$ cat src/rtl/l1d_evict_buffer_pkg.sv
// rtl/l1d_evict_buffer_pkg.sv - shared types and sizes for the L1D dirty-victim evict buffer
package l1d_package;

   localparam int L1D_EVB_ENTRY_NUM  = 2;
   localparam int L1D_LINE_BEAT_NUM  = 4;
   localparam int L1D_BEAT_WIDTH     = 128;
   localparam int L1D_ADDR_WIDTH     = 40;
   localparam int L1D_MSHR_ID_WIDTH  = 3;

   // Index/counter width for n items, never narrower than one bit.
   function automatic int cnt_width(input int n);
      return (n > 1) ? $clog2(n) : 1;
   endfunction

   localparam int L1D_BEAT_IDX_WIDTH = cnt_width(L1D_LINE_BEAT_NUM);

   typedef enum logic [1:0] {IDLE, FILL, SEND, WAIT_ACK} l1d_evb_state_e;

   typedef struct packed {
      logic [L1D_ADDR_WIDTH-1:0]     addr;
      logic [L1D_MSHR_ID_WIDTH-1:0]  mshr_id;
      logic [L1D_BEAT_IDX_WIDTH-1:0] beat_idx;
      logic [L1D_BEAT_WIDTH-1:0]     dat;
      logic                          last;
   } pack_l1d_wb_pld;

endpackage

$ cat src/rtl/l1d_evict_buffer_entry.sv
// rtl/l1d_evict_buffer_entry.sv - one victim line buffer: state, owner id/addr, beats, beat counter
module l1d_evict_buffer_entry
   import l1d_package::*;
#(
   parameter int BEAT_NUM      = L1D_LINE_BEAT_NUM,
   parameter int DATA_WIDTH    = L1D_BEAT_WIDTH,
   parameter int ADDR_WIDTH    = L1D_ADDR_WIDTH,
   parameter int MSHR_ID_WIDTH = L1D_MSHR_ID_WIDTH,
   localparam int CNTW         = cnt_width(BEAT_NUM)
) (
   input  logic                     clk,
   input  logic                     rst_n,
   input  logic                     alloc_en,
   input  logic [MSHR_ID_WIDTH-1:0] alloc_id,
   input  logic [ADDR_WIDTH-1:0]    alloc_addr,
   input  logic                     fill_en,
   input  logic [DATA_WIDTH-1:0]    fill_dat,
   input  logic                     send_en,
   input  logic                     ack_en,
   output l1d_evb_state_e           state_o,
   output logic [MSHR_ID_WIDTH-1:0] id_o,
   output logic [ADDR_WIDTH-1:0]    addr_o,
   output logic [CNTW-1:0]          cnt_o,
   output logic [DATA_WIDTH-1:0]    rd_dat_o,
   output logic                     last_beat_o
);

   l1d_evb_state_e           state_q, state_d;
   logic [MSHR_ID_WIDTH-1:0] id_q, id_d;
   logic [ADDR_WIDTH-1:0]    addr_q, addr_d;
   logic [CNTW-1:0]          cnt_q, cnt_d;
   logic [DATA_WIDTH-1:0]    beats_q [BEAT_NUM];
   logic [DATA_WIDTH-1:0]    beats_d [BEAT_NUM];
   logic                     at_last;

   assign at_last = (cnt_q == CNTW'(BEAT_NUM - 1));

   always_ff @(posedge clk) begin
      if (!rst_n) state_q <= IDLE;
      else        state_q <= state_d;
   end

   always_comb begin
      state_d = state_q;
      unique case (state_q)
         IDLE:     if (alloc_en)            state_d = FILL;
         FILL:     if (fill_en && at_last)  state_d = SEND;
         SEND:     if (send_en && at_last)  state_d = WAIT_ACK;
         WAIT_ACK: if (ack_en)              state_d = IDLE;
         default:                           state_d = IDLE;
      endcase
   end

   always_comb begin
      state_o     = state_q;
      id_o        = id_q;
      addr_o      = addr_q;
      cnt_o       = cnt_q;
      rd_dat_o    = beats_q[cnt_q];
      last_beat_o = at_last;
   end

   // One counter serves both phases: it wraps to 0 at the end of the fill and re-counts the send.
   always_comb begin
      id_d    = id_q;
      addr_d  = addr_q;
      cnt_d   = cnt_q;
      beats_d = beats_q;
      if (alloc_en) begin
         id_d   = alloc_id;
         addr_d = alloc_addr;
         cnt_d  = '0;
      end else if (fill_en || send_en) begin
         cnt_d = at_last ? '0 : cnt_q + 1'b1;
      end
      if (fill_en) beats_d[cnt_q] = fill_dat;
   end

   always_ff @(posedge clk) begin
      if (!rst_n) begin
         id_q   <= '0;
         addr_q <= '0;
         cnt_q  <= '0;
      end else begin
         id_q   <= id_d;
         addr_q <= addr_d;
         cnt_q  <= cnt_d;
      end
   end

   always_ff @(posedge clk) begin
      beats_q <= beats_d;
   end

endmodule

$ cat src/rtl/l1d_evict_buffer.sv
// rtl/l1d_evict_buffer.sv - dirty-victim evict buffer: allocator, order FIFO, id matching, pulses
module l1d_evict_buffer
   import l1d_package::*;
#(
   parameter int EVB_ENTRY_NUM = L1D_EVB_ENTRY_NUM,
   parameter int BEAT_NUM      = L1D_LINE_BEAT_NUM,
   parameter int DATA_WIDTH    = L1D_BEAT_WIDTH,
   parameter int ADDR_WIDTH    = L1D_ADDR_WIDTH,
   parameter int MSHR_ID_WIDTH = L1D_MSHR_ID_WIDTH
) (
   input  logic                     clk,
   input  logic                     rst_n,
   input  logic                     evict_start_vld,
   output logic                     evict_start_rdy,
   input  logic [MSHR_ID_WIDTH-1:0] evict_start_id,
   input  logic [ADDR_WIDTH-1:0]    evict_start_addr,
   input  logic                     ram_rd_vld,
   input  logic [MSHR_ID_WIDTH-1:0] ram_rd_id,
   input  logic [DATA_WIDTH-1:0]    ram_rd_dat,
   output logic                     evict_dat_ram_clean_en,
   output logic [MSHR_ID_WIDTH-1:0] evict_dat_ram_clean_id,
   output logic                     wb_vld,
   input  logic                     wb_rdy,
   output pack_l1d_wb_pld           wb_pld,
   input  logic                     wb_ack_vld,
   input  logic [MSHR_ID_WIDTH-1:0] wb_ack_id,
   output logic                     evict_done_en,
   output logic [MSHR_ID_WIDTH-1:0] evict_done_id
);

   localparam int IDXW = cnt_width(EVB_ENTRY_NUM);
   localparam int CNTW = cnt_width(BEAT_NUM);

   l1d_evb_state_e           ent_state [EVB_ENTRY_NUM];
   logic [MSHR_ID_WIDTH-1:0] ent_id    [EVB_ENTRY_NUM];
   logic [ADDR_WIDTH-1:0]    ent_addr  [EVB_ENTRY_NUM];
   logic [CNTW-1:0]          ent_cnt   [EVB_ENTRY_NUM];
   logic [DATA_WIDTH-1:0]    ent_dat   [EVB_ENTRY_NUM];
   logic [EVB_ENTRY_NUM-1:0] ent_last;
   logic [EVB_ENTRY_NUM-1:0] alloc_en, fill_en, send_en, ack_en;

   logic [IDXW-1:0] order_q [EVB_ENTRY_NUM];
   logic [IDXW-1:0] order_d [EVB_ENTRY_NUM];
   logic [IDXW-1:0] rd_ptr_q, rd_ptr_d, wr_ptr_q, wr_ptr_d, head_idx, alloc_idx;
   logic [IDXW:0]   fifo_cnt_q, fifo_cnt_d;
   logic            alloc_found, alloc_fire, wb_fire, fifo_pop, id_live;
   logic                     clean_en_q, clean_en_d, done_en_q, done_en_d;
   logic [MSHR_ID_WIDTH-1:0] clean_id_q, clean_id_d, done_id_q, done_id_d;

   for (genvar g = 0; g < EVB_ENTRY_NUM; g++) begin : g_ent
      l1d_evict_buffer_entry #(
         .BEAT_NUM      (BEAT_NUM),
         .DATA_WIDTH    (DATA_WIDTH),
         .ADDR_WIDTH    (ADDR_WIDTH),
         .MSHR_ID_WIDTH (MSHR_ID_WIDTH)
      ) u_entry (
         .clk         (clk),
         .rst_n       (rst_n),
         .alloc_en    (alloc_en[g]),
         .alloc_id    (evict_start_id),
         .alloc_addr  (evict_start_addr),
         .fill_en     (fill_en[g]),
         .fill_dat    (ram_rd_dat),
         .send_en     (send_en[g]),
         .ack_en      (ack_en[g]),
         .state_o     (ent_state[g]),
         .id_o        (ent_id[g]),
         .addr_o      (ent_addr[g]),
         .cnt_o       (ent_cnt[g]),
         .rd_dat_o    (ent_dat[g]),
         .last_beat_o (ent_last[g])
      );
   end

   function automatic logic [IDXW-1:0] ptr_inc(input logic [IDXW-1:0] p);
      return (p == IDXW'(EVB_ENTRY_NUM - 1)) ? '0 : p + 1'b1;
   endfunction

   // Only the oldest allocated line may drive the bus, and only once fully captured.
   always_comb begin
      head_idx = order_q[rd_ptr_q];
      wb_vld   = (fifo_cnt_q != '0) && (ent_state[head_idx] == SEND);
      wb_fire  = wb_vld && wb_rdy;
      fifo_pop = wb_fire && ent_last[head_idx];
      wb_pld   = '0;
      if (wb_vld) begin
         wb_pld.addr     = ent_addr[head_idx];
         wb_pld.mshr_id  = ent_id[head_idx];
         wb_pld.beat_idx = ent_cnt[head_idx];
         wb_pld.dat      = ent_dat[head_idx];
         wb_pld.last     = ent_last[head_idx];
      end
   end

   always_comb begin
      alloc_found = 1'b0;
      alloc_idx   = '0;
      id_live     = 1'b0;
      for (int i = 0; i < EVB_ENTRY_NUM; i++) begin
         if (!alloc_found && ent_state[i] == IDLE) begin
            alloc_found = 1'b1;
            alloc_idx   = IDXW'(i);
         end
         if (ent_state[i] != IDLE && ent_id[i] == evict_start_id) id_live = 1'b1;
      end
      evict_start_rdy = alloc_found;
      alloc_fire      = evict_start_vld && alloc_found;
      for (int i = 0; i < EVB_ENTRY_NUM; i++) begin
         alloc_en[i] = alloc_fire && (alloc_idx == IDXW'(i));
         fill_en[i]  = ram_rd_vld && (ent_state[i] == FILL) && (ent_id[i] == ram_rd_id);
         ack_en[i]   = wb_ack_vld && (ent_state[i] == WAIT_ACK) && (ent_id[i] == wb_ack_id);
         send_en[i]  = wb_fire && (head_idx == IDXW'(i));
      end
   end

   always_comb begin
      order_d    = order_q;
      wr_ptr_d   = wr_ptr_q;
      rd_ptr_d   = rd_ptr_q;
      fifo_cnt_d = fifo_cnt_q + {{IDXW{1'b0}}, alloc_fire} - {{IDXW{1'b0}}, fifo_pop};
      if (alloc_fire) begin
         order_d[wr_ptr_q] = alloc_idx;
         wr_ptr_d          = ptr_inc(wr_ptr_q);
      end
      if (fifo_pop) rd_ptr_d = ptr_inc(rd_ptr_q);
      clean_en_d = |(fill_en & ent_last);
      clean_id_d = clean_en_d ? ram_rd_id : '0;
      done_en_d  = |ack_en;
      done_id_d  = done_en_d ? wb_ack_id : '0;
   end

   always_ff @(posedge clk) begin
      if (!rst_n) begin
         order_q    <= '{default: '0};
         wr_ptr_q   <= '0;
         rd_ptr_q   <= '0;
         fifo_cnt_q <= '0;
         clean_en_q <= 1'b0;
         clean_id_q <= '0;
         done_en_q  <= 1'b0;
         done_id_q  <= '0;
      end else begin
         order_q    <= order_d;
         wr_ptr_q   <= wr_ptr_d;
         rd_ptr_q   <= rd_ptr_d;
         fifo_cnt_q <= fifo_cnt_d;
         clean_en_q <= clean_en_d;
         clean_id_q <= clean_id_d;
         done_en_q  <= done_en_d;
         done_id_q  <= done_id_d;
      end
   end

   assign evict_dat_ram_clean_en = clean_en_q;
   assign evict_dat_ram_clean_id = clean_id_q;
   assign evict_done_en          = done_en_q;
   assign evict_done_id          = done_id_q;

   a_fill_has_owner: assert property (@(posedge clk) disable iff (!rst_n) ram_rd_vld |-> |fill_en);
   a_ack_has_owner:  assert property (@(posedge clk) disable iff (!rst_n) wb_ack_vld |-> |ack_en);
   a_id_unique:      assert property (@(posedge clk) disable iff (!rst_n) alloc_fire |-> !id_live);

endmodule
$ cat config.mk
export PLATFORM = sky130hd
export DESIGN_NAME = l1d_evict_buffer
export DESIGN_NICKNAME = d
export VERILOG_FILES = /design/src/rtl/l1d_evict_buffer_pkg.sv /design/src/rtl/l1d_evict_buffer_entry.sv /design/src/rtl/l1d_evict_buffer.sv
export SDC_FILE = /design/constraint.sdc
export NUM_CORES = 1
export LEC_CHECK = 0
export CORE_MARGIN = 2
export CORE_UTILIZATION = 62
export DETAILED_ROUTE_END_ITERATION = 10
export GPL_TIMING_DRIVEN = 0
export PLACE_DENSITY = 0.85
export SLEW_MARGIN = 20
export SYNTH_ARGS = -nofsm -noshare
export SYNTH_HDL_FRONTEND = slang
export SYNTH_SLANG_ARGS = --single-unit
$ cat constraint.sdc
create_clock -name clk -period 8.4 [get_ports clk]
set_clock_uncertainty 0.15 [all_clocks]
set_input_delay 1.68 -clock clk [delete_from_list [all_inputs] [get_ports clk]]
set_output_delay 1.68 -clock clk [all_outputs]
set_load 0.1 [all_outputs]
# Word-level counts from Yosys, hierarchy flattened
# Cells that the tools add are included.
dict set report op_classes {
  add_sub_neg 6
  magnitude_cmp 9
  n_eq_ne 21
  n_mux 53
  bitwise 9
  reduce_logical 38
}
# operator count
set ops {}
lappend ops {{128-bit 2-to-1 mux} 9}
lappend ops {{512-bit bitwise mux} 2}
lappend ops {{128-bit binary-select mux with 2-bit select} 2}
lappend ops {{128-bit demux with 2-bit select} 2}
lappend ops {{174-bit 2-to-1 mux} 1}
lappend ops {{40-bit 2-to-1 mux} 3}
lappend ops {{2-bit 2-to-1 mux} 16}
lappend ops {{1-bit logical AND} 24}
lappend ops {{2-bit by 1-bit != test with 1-bit output (second input constant)} 8}
lappend ops {{2-bit case mux with 4 select lines} 2}
lappend ops {{2-bit equality test (second input constant)} 7}
lappend ops {{3-bit equality test} 4}
lappend ops {{1-bit 2-to-1 mux} 11}
lappend ops {{3-bit 2-to-1 mux} 3}
lappend ops {{4-bit AND reduction} 2}
lappend ops {{2-bit OR reduction} 4}
lappend ops {{2-bit >= comparator (second input constant)} 3}
lappend ops {{3-bit >= comparator (second input constant)} 2}
lappend ops {{3-bit by 1-bit less-than comparator with 1-bit output (second input constant)} 2}
lappend ops {{1-bit NOT with 2-bit output} 3}
lappend ops {{2-bit NOT with 3-bit output} 2}
lappend ops {{2-bit by 1-bit adder with 2-bit output (second input constant)} 2}
lappend ops {{2-bit by 1-bit equality test with 1-bit output (second input constant)} 2}
lappend ops {{2-bit zero test} 2}
lappend ops {{13 further kinds} 18}
dict set report word_totals {
  regBits 1132
  in_bits 183
  elab_cells 161
}

# Longest topological paths before layout
dict set report depth {
  depth_word 15
  ltp_mapped 10
}

# Hierarchy
# From an unflattened synthesis, not the netlist that was laid out.
dict set report hier_totals {
  hier_cells 2357
  hier_area_um2 44702.9
}
# mod n_inst cells_per_inst area_each_um2 seq_area_each_um2
set modules_own_cells {}
lappend modules_own_cells {l1d_evict_buffer_entry 2 848 20529.7 16315.6}
lappend modules_own_cells {l1d_evict_buffer 1 661 3643.5 280.3}

# Least setup slack after synthesis
# No wires, ideal clock.
dict set report synth_timing {
  kind {input to register}
  from {input port ram_rd_id[2]}
  to {register clean_id_q[0], in the netlist evict_dat_ram_clean_id[0]}
  t_arrival_ns 5.844
  required_time_ns 8.191
  path_slack_ns 2.347
  cell_stages 5
  path_cell_list {xor2_1 -> nor4_1 -> and2_1 -> o21a_1 -> and2_1}
}
dict set report synth_via {
  elab_chain_cells 5
  elab_cells_between_ends 7
  classes_between {eq/ne: 2; bitwise: 1; reduce/logical: 4}
}
# element line_no
set synth_rtl {}
lappend synth_rtl {{from (decl)} l1d_evict_buffer.sv:18} ;# input logic [MSHR_ID_WIDTH-1:0] ram_rd_id,
lappend synth_rtl {{3-bit equality test} l1d_evict_buffer.sv:110} ;# fill_en[i] = ram_rd_vld && (ent_state[i] == FILL) && (ent_id[i] == ram_rd_id);
lappend synth_rtl {{1-bit logical AND} l1d_evict_buffer.sv:110}
lappend synth_rtl {{2-bit bitwise AND *} l1d_evict_buffer.sv:126} ;# clean_en_d = |(fill_en & ent_last);
lappend synth_rtl {{2-bit OR reduction *} l1d_evict_buffer.sv:126}
lappend synth_rtl {{2-bit AND reduction (no line) *} n/a}
lappend synth_rtl {{to (signal assigned)} l1d_evict_buffer.sv:148} ;# clean_id_q <= clean_id_d;
lappend synth_rtl {{to (decl)} l1d_evict_buffer.sv:48} ;# logic [MSHR_ID_WIDTH-1:0] clean_id_q, clean_id_d, done_id_q, done_id_d;
# Every way passes the cells marked *; elsewhere a longest branch is shown, timed or not.
# A chain may end at the register's enable or synchronous reset.

==> results.toml <==
[drt]
routedWlPerCell_microns = 28.02
viasPerCell = 6.316
antenna_left = 0
drt_iter0_drc = 3103
finalWirelength_microns = 111800
drc = 0
dr.pass1.iters = 5
vias = 25210

[floorplan]
die_height_microns = 269.5
die-area_sq_mm = 0.07265
io_pins = 367
core-area_sq_mm = 0.06991
die_w_microns = 269.5
start_util_pct = 62.54
rows = 97

[setup_path]
critical_path_arrival_ns = 4.69
path_class = "reg2out"
reg2reg_from = "g_ent[0].u_entry.cnt_o[1]$_SDFFE_PP0P_"
ff2ff_path_depth = 9
cp-end-kind = "output port"
required_ns = 6.57
critPathMaxFanout = 10
timing.critical_path.from_type = "flop"
rr_endpoint = "g_ent[0].u_entry.beats_q[455]$_DFFE_PP_"
r2r_setup_slack_ns = 4.75

[cts]
cts.path.max_buffers = 3
clockRootBuffer = "clkbuf_16"
hold_buffers = 0
cts_tree = "built"
cts_resized = 0
clock_latency_ns = 0.66
cts_sinks = 1132
htreeDepth = 3
clkSlewWorstSetupHoldPaths_ns = 0.06
cts_setup_buffers = 0
cts_made_buffers = 108

[flow_run]
maxCapViolations = 0

[cells_and_area]
fillers = 3787
final_common_cell = "edfxtp_1"
final_cell_area_sq_mm = 0.05267
drive_above_1_share_pct = 16.11
layout-area-overhead-vs-synth_pct = 20.46
final_cell_mix = "edfxtp_1, nand2_1, clkdlybuf4s50_1, mux4_2, a21oi_1"
nets = 3152

[global_route]
grt_pass1_wl_microns = 165600
antenna_found_initial = 17
grt_pass1_vias = 26230
grt_overflow = 0
grt_use_total_pct = 30.83
grt_max_degree = 43

[synthesis]
synth_area_sq_mm = 0.04372
yosysSeqAreaShare_pct = 75.28
ys_types = 36
syn_avg_cell_area_sq_um = 17.84
yosys_warnings = 0
ys_ff_latch = 1132
synth_fp_nets = 2653
synthCells = 2451

[placement]
post-dp-hpwl_microns = 66780
place_area_sq_mm = 0.04921
dp_worst_setup_slack_ns = 2.761
port_buffers = 365
routabilityCongestion = 0.8907

[timing]
slew_viol_final = 0
fin_crit_ns = 6.521
rsz0062_at_grt = "false"
fmax_ghz = 0.1533
relSlewSlack_pct = 19.83
fin_crit_sh_pct = 77.63
finalWorstSetupSlack_ns = 1.879
setup_viol = 0
worst_pin_slew_ns = 1.203
final.hold.worst_slack_ns = 0.3135
hold_violations = 0

[worst_hold_path]
holdPathEnd = "g_ent[1].u_entry.addr_o[12]$_SDFFE_PN0P_"
hp-class = "reg2reg"
hold_start = "g_ent[1].u_entry.addr_o[12]$_SDFFE_PN0P_"
min_path_cells = 2

[power_and_ir_drop]
power.density_mw_per_mm2 = 243.7
p_leak_nw = 16.60
irDropWorstVdd_mv = 0.2132

[status]
status = "complete, no violations"
## layout make-up
| class | instances | area (sq um) | area share, % |
|---|---|---|---|
| Tap cell | 940 | 1176 | 2.233 |
| Inverter | 17 | 63.81 | 0.1212 |
| Multi-Input combinational cell | 1156 | 10170 | 19.31 |
| Clock buffer | 134 | 2887 | 5.481 |
| Antenna cell | 15 | 37.54 | 0.07127 |
| Timing Repair Buffer | 389 | 4299 | 8.163 |
| Buffer | 146 | 599.3 | 1.138 |
| Clock inverter | 62 | 520.5 | 0.9883 |
| Sequential cell | 1132 | 32910 | 62.49 |
## cell usage after synthesis
master | n | area [sq um]
o2111ai_1 | 1 | 8.760
buf_1 | 32 | 120.1
a21oi_1 | 173 | 865.8
nor2_1 | 12 | 45.04
o21a_1 | 3 | 22.52
clkbuf_1 | 73 | 274.0
a21boi_0 | 87 | 653.1
mux4_2 | 256 | 5766
or4_1 | 1 | 7.510
o41ai_1 | 1 | 8.760
nand3_1 | 1 | 5.000
o21ai_0 | 4 | 20.02
a22oi_1 | 1 | 7.510
ha_1 | 19 | 237.7
nor2b_1 | 4 | 25.02
nand4b_1 | 1 | 8.760
xnor2_1 | 6 | 52.55
nand4_1 | 3 | 18.77
inv_1 | 17 | 63.81
edfxtp_1 | 1024 | 30750
nand2_1 | 532 | 1997
nor3_1 | 2 | 10.01
a31o_2 | 2 | 17.52
xor2_1 | 10 | 87.58
dfxtp_1 | 108 | 2162
nand2b_1 | 1 | 6.260
a221oi_1 | 1 | 8.760
or2_2 | 2 | 12.51
mux2i_1 | 8 | 80.08
a221o_1 | 1 | 10.01
buf_2 | 41 | 205.2
and2_1 | 17 | 106.4
nor4_1 | 3 | 18.77
mux2_2 | 1 | 11.26
o31a_1 | 2 | 17.52
a21oi_2 | 1 | 8.760
## critical path, cell delays in order, from the launching register on
cell and delay [ns]:
dfxtp_1 0.40, mux2i_1 0.47, clkbuf_1 0.84, clkbuf_1 0.69, nand2_1 0.16, a21oi_1 0.18
clkdlybuf4s50_1 1.28
## metrics by stage
stage	instances	total power, mW	util (%)	setup TNS, ns
4_1_cts	3976	12.85	75.27	0
3_3_place_gp	3756	8.125	69.45	-1283.58
5_1_grt	3987	13.18	75.32	0
2_1_floorplan	2451	7.580	-	0
3_5_place_dp	3780	8.194	70.40	0
6_report	3991	12.84	75.34	0
## report_power, final
group / internal, mW / switching (mW) / total (mW)
clock: 2.67 / 2.05 / 4.72
combinational: 0.499 / 1.26 / 1.76
sequential: 6.27 / 0.0801 / 6.35
total: 9.44 / 3.39 / 12.8
## worst max path at each step
| stage | startpoint | end | slack, ns | cells past startpoint |
|---|---|---|---|---|
| 2_1_floorplan | ram_rd_id[2] | evict_dat_ram_clean_id[0]$_SDFF_PN0_ | 2.35 | 5 |
| 3_3_place_gp | ram_rd_id[2] | evict_dat_ram_clean_id[1]$_SDFF_PN0_ | -1.66 | 6 |
| 3_5_place_dp | rd_ptr_q$_SDFFE_PN0P_ | wb_pld[3] | 2.76 | 6 |
| 4_1_cts | rd_ptr_q$_SDFFE_PN0P_ | wb_pld[6] | 1.97 | 6 |
| 5_1_grt | rd_ptr_q$_SDFFE_PN0P_ | wb_pld[2] | 1.81 | 6 |
| 6_report | rd_ptr_q$_SDFFE_PN0P_ | wb_pld[6] | 1.88 | 6 |
## sequential cells by signal, summed over array words and instances, names as in the netlist, 2 cells and up
name,cells
g_ent.u_entry.cnt_o,4
order_q,2
g_ent.u_entry.state_o,4
evict_done_id,3
g_ent.u_entry.id_o,6
evict_dat_ram_clean_id,3
fifo_cnt_q,2
g_ent.u_entry.addr_o,80
g_ent.u_entry.beats_q,1024
## cells by family after synthesis
family / Yosys count / share of synthesized area (%)
DFF: 1132 / 75.28
and+or+nand+nor: 579 / 5.171
AOI/OAI and AO/OA: 277 / 3.772
muxes: 265 / 13.40
buffers and inverters: 163 / 1.517
adders and majority gates: 19 / 0.5438
xor gates and xnor gates: 16 / 0.3205
## routing by layer
layer	global-route usage (%)	wire [microns]
met1	38.76	39060
met2	52.14	57000
met3	6.243	10910
met4	14.47	4805
met5	0	69
No activity file was read; power rests on OpenSTA's default activity.
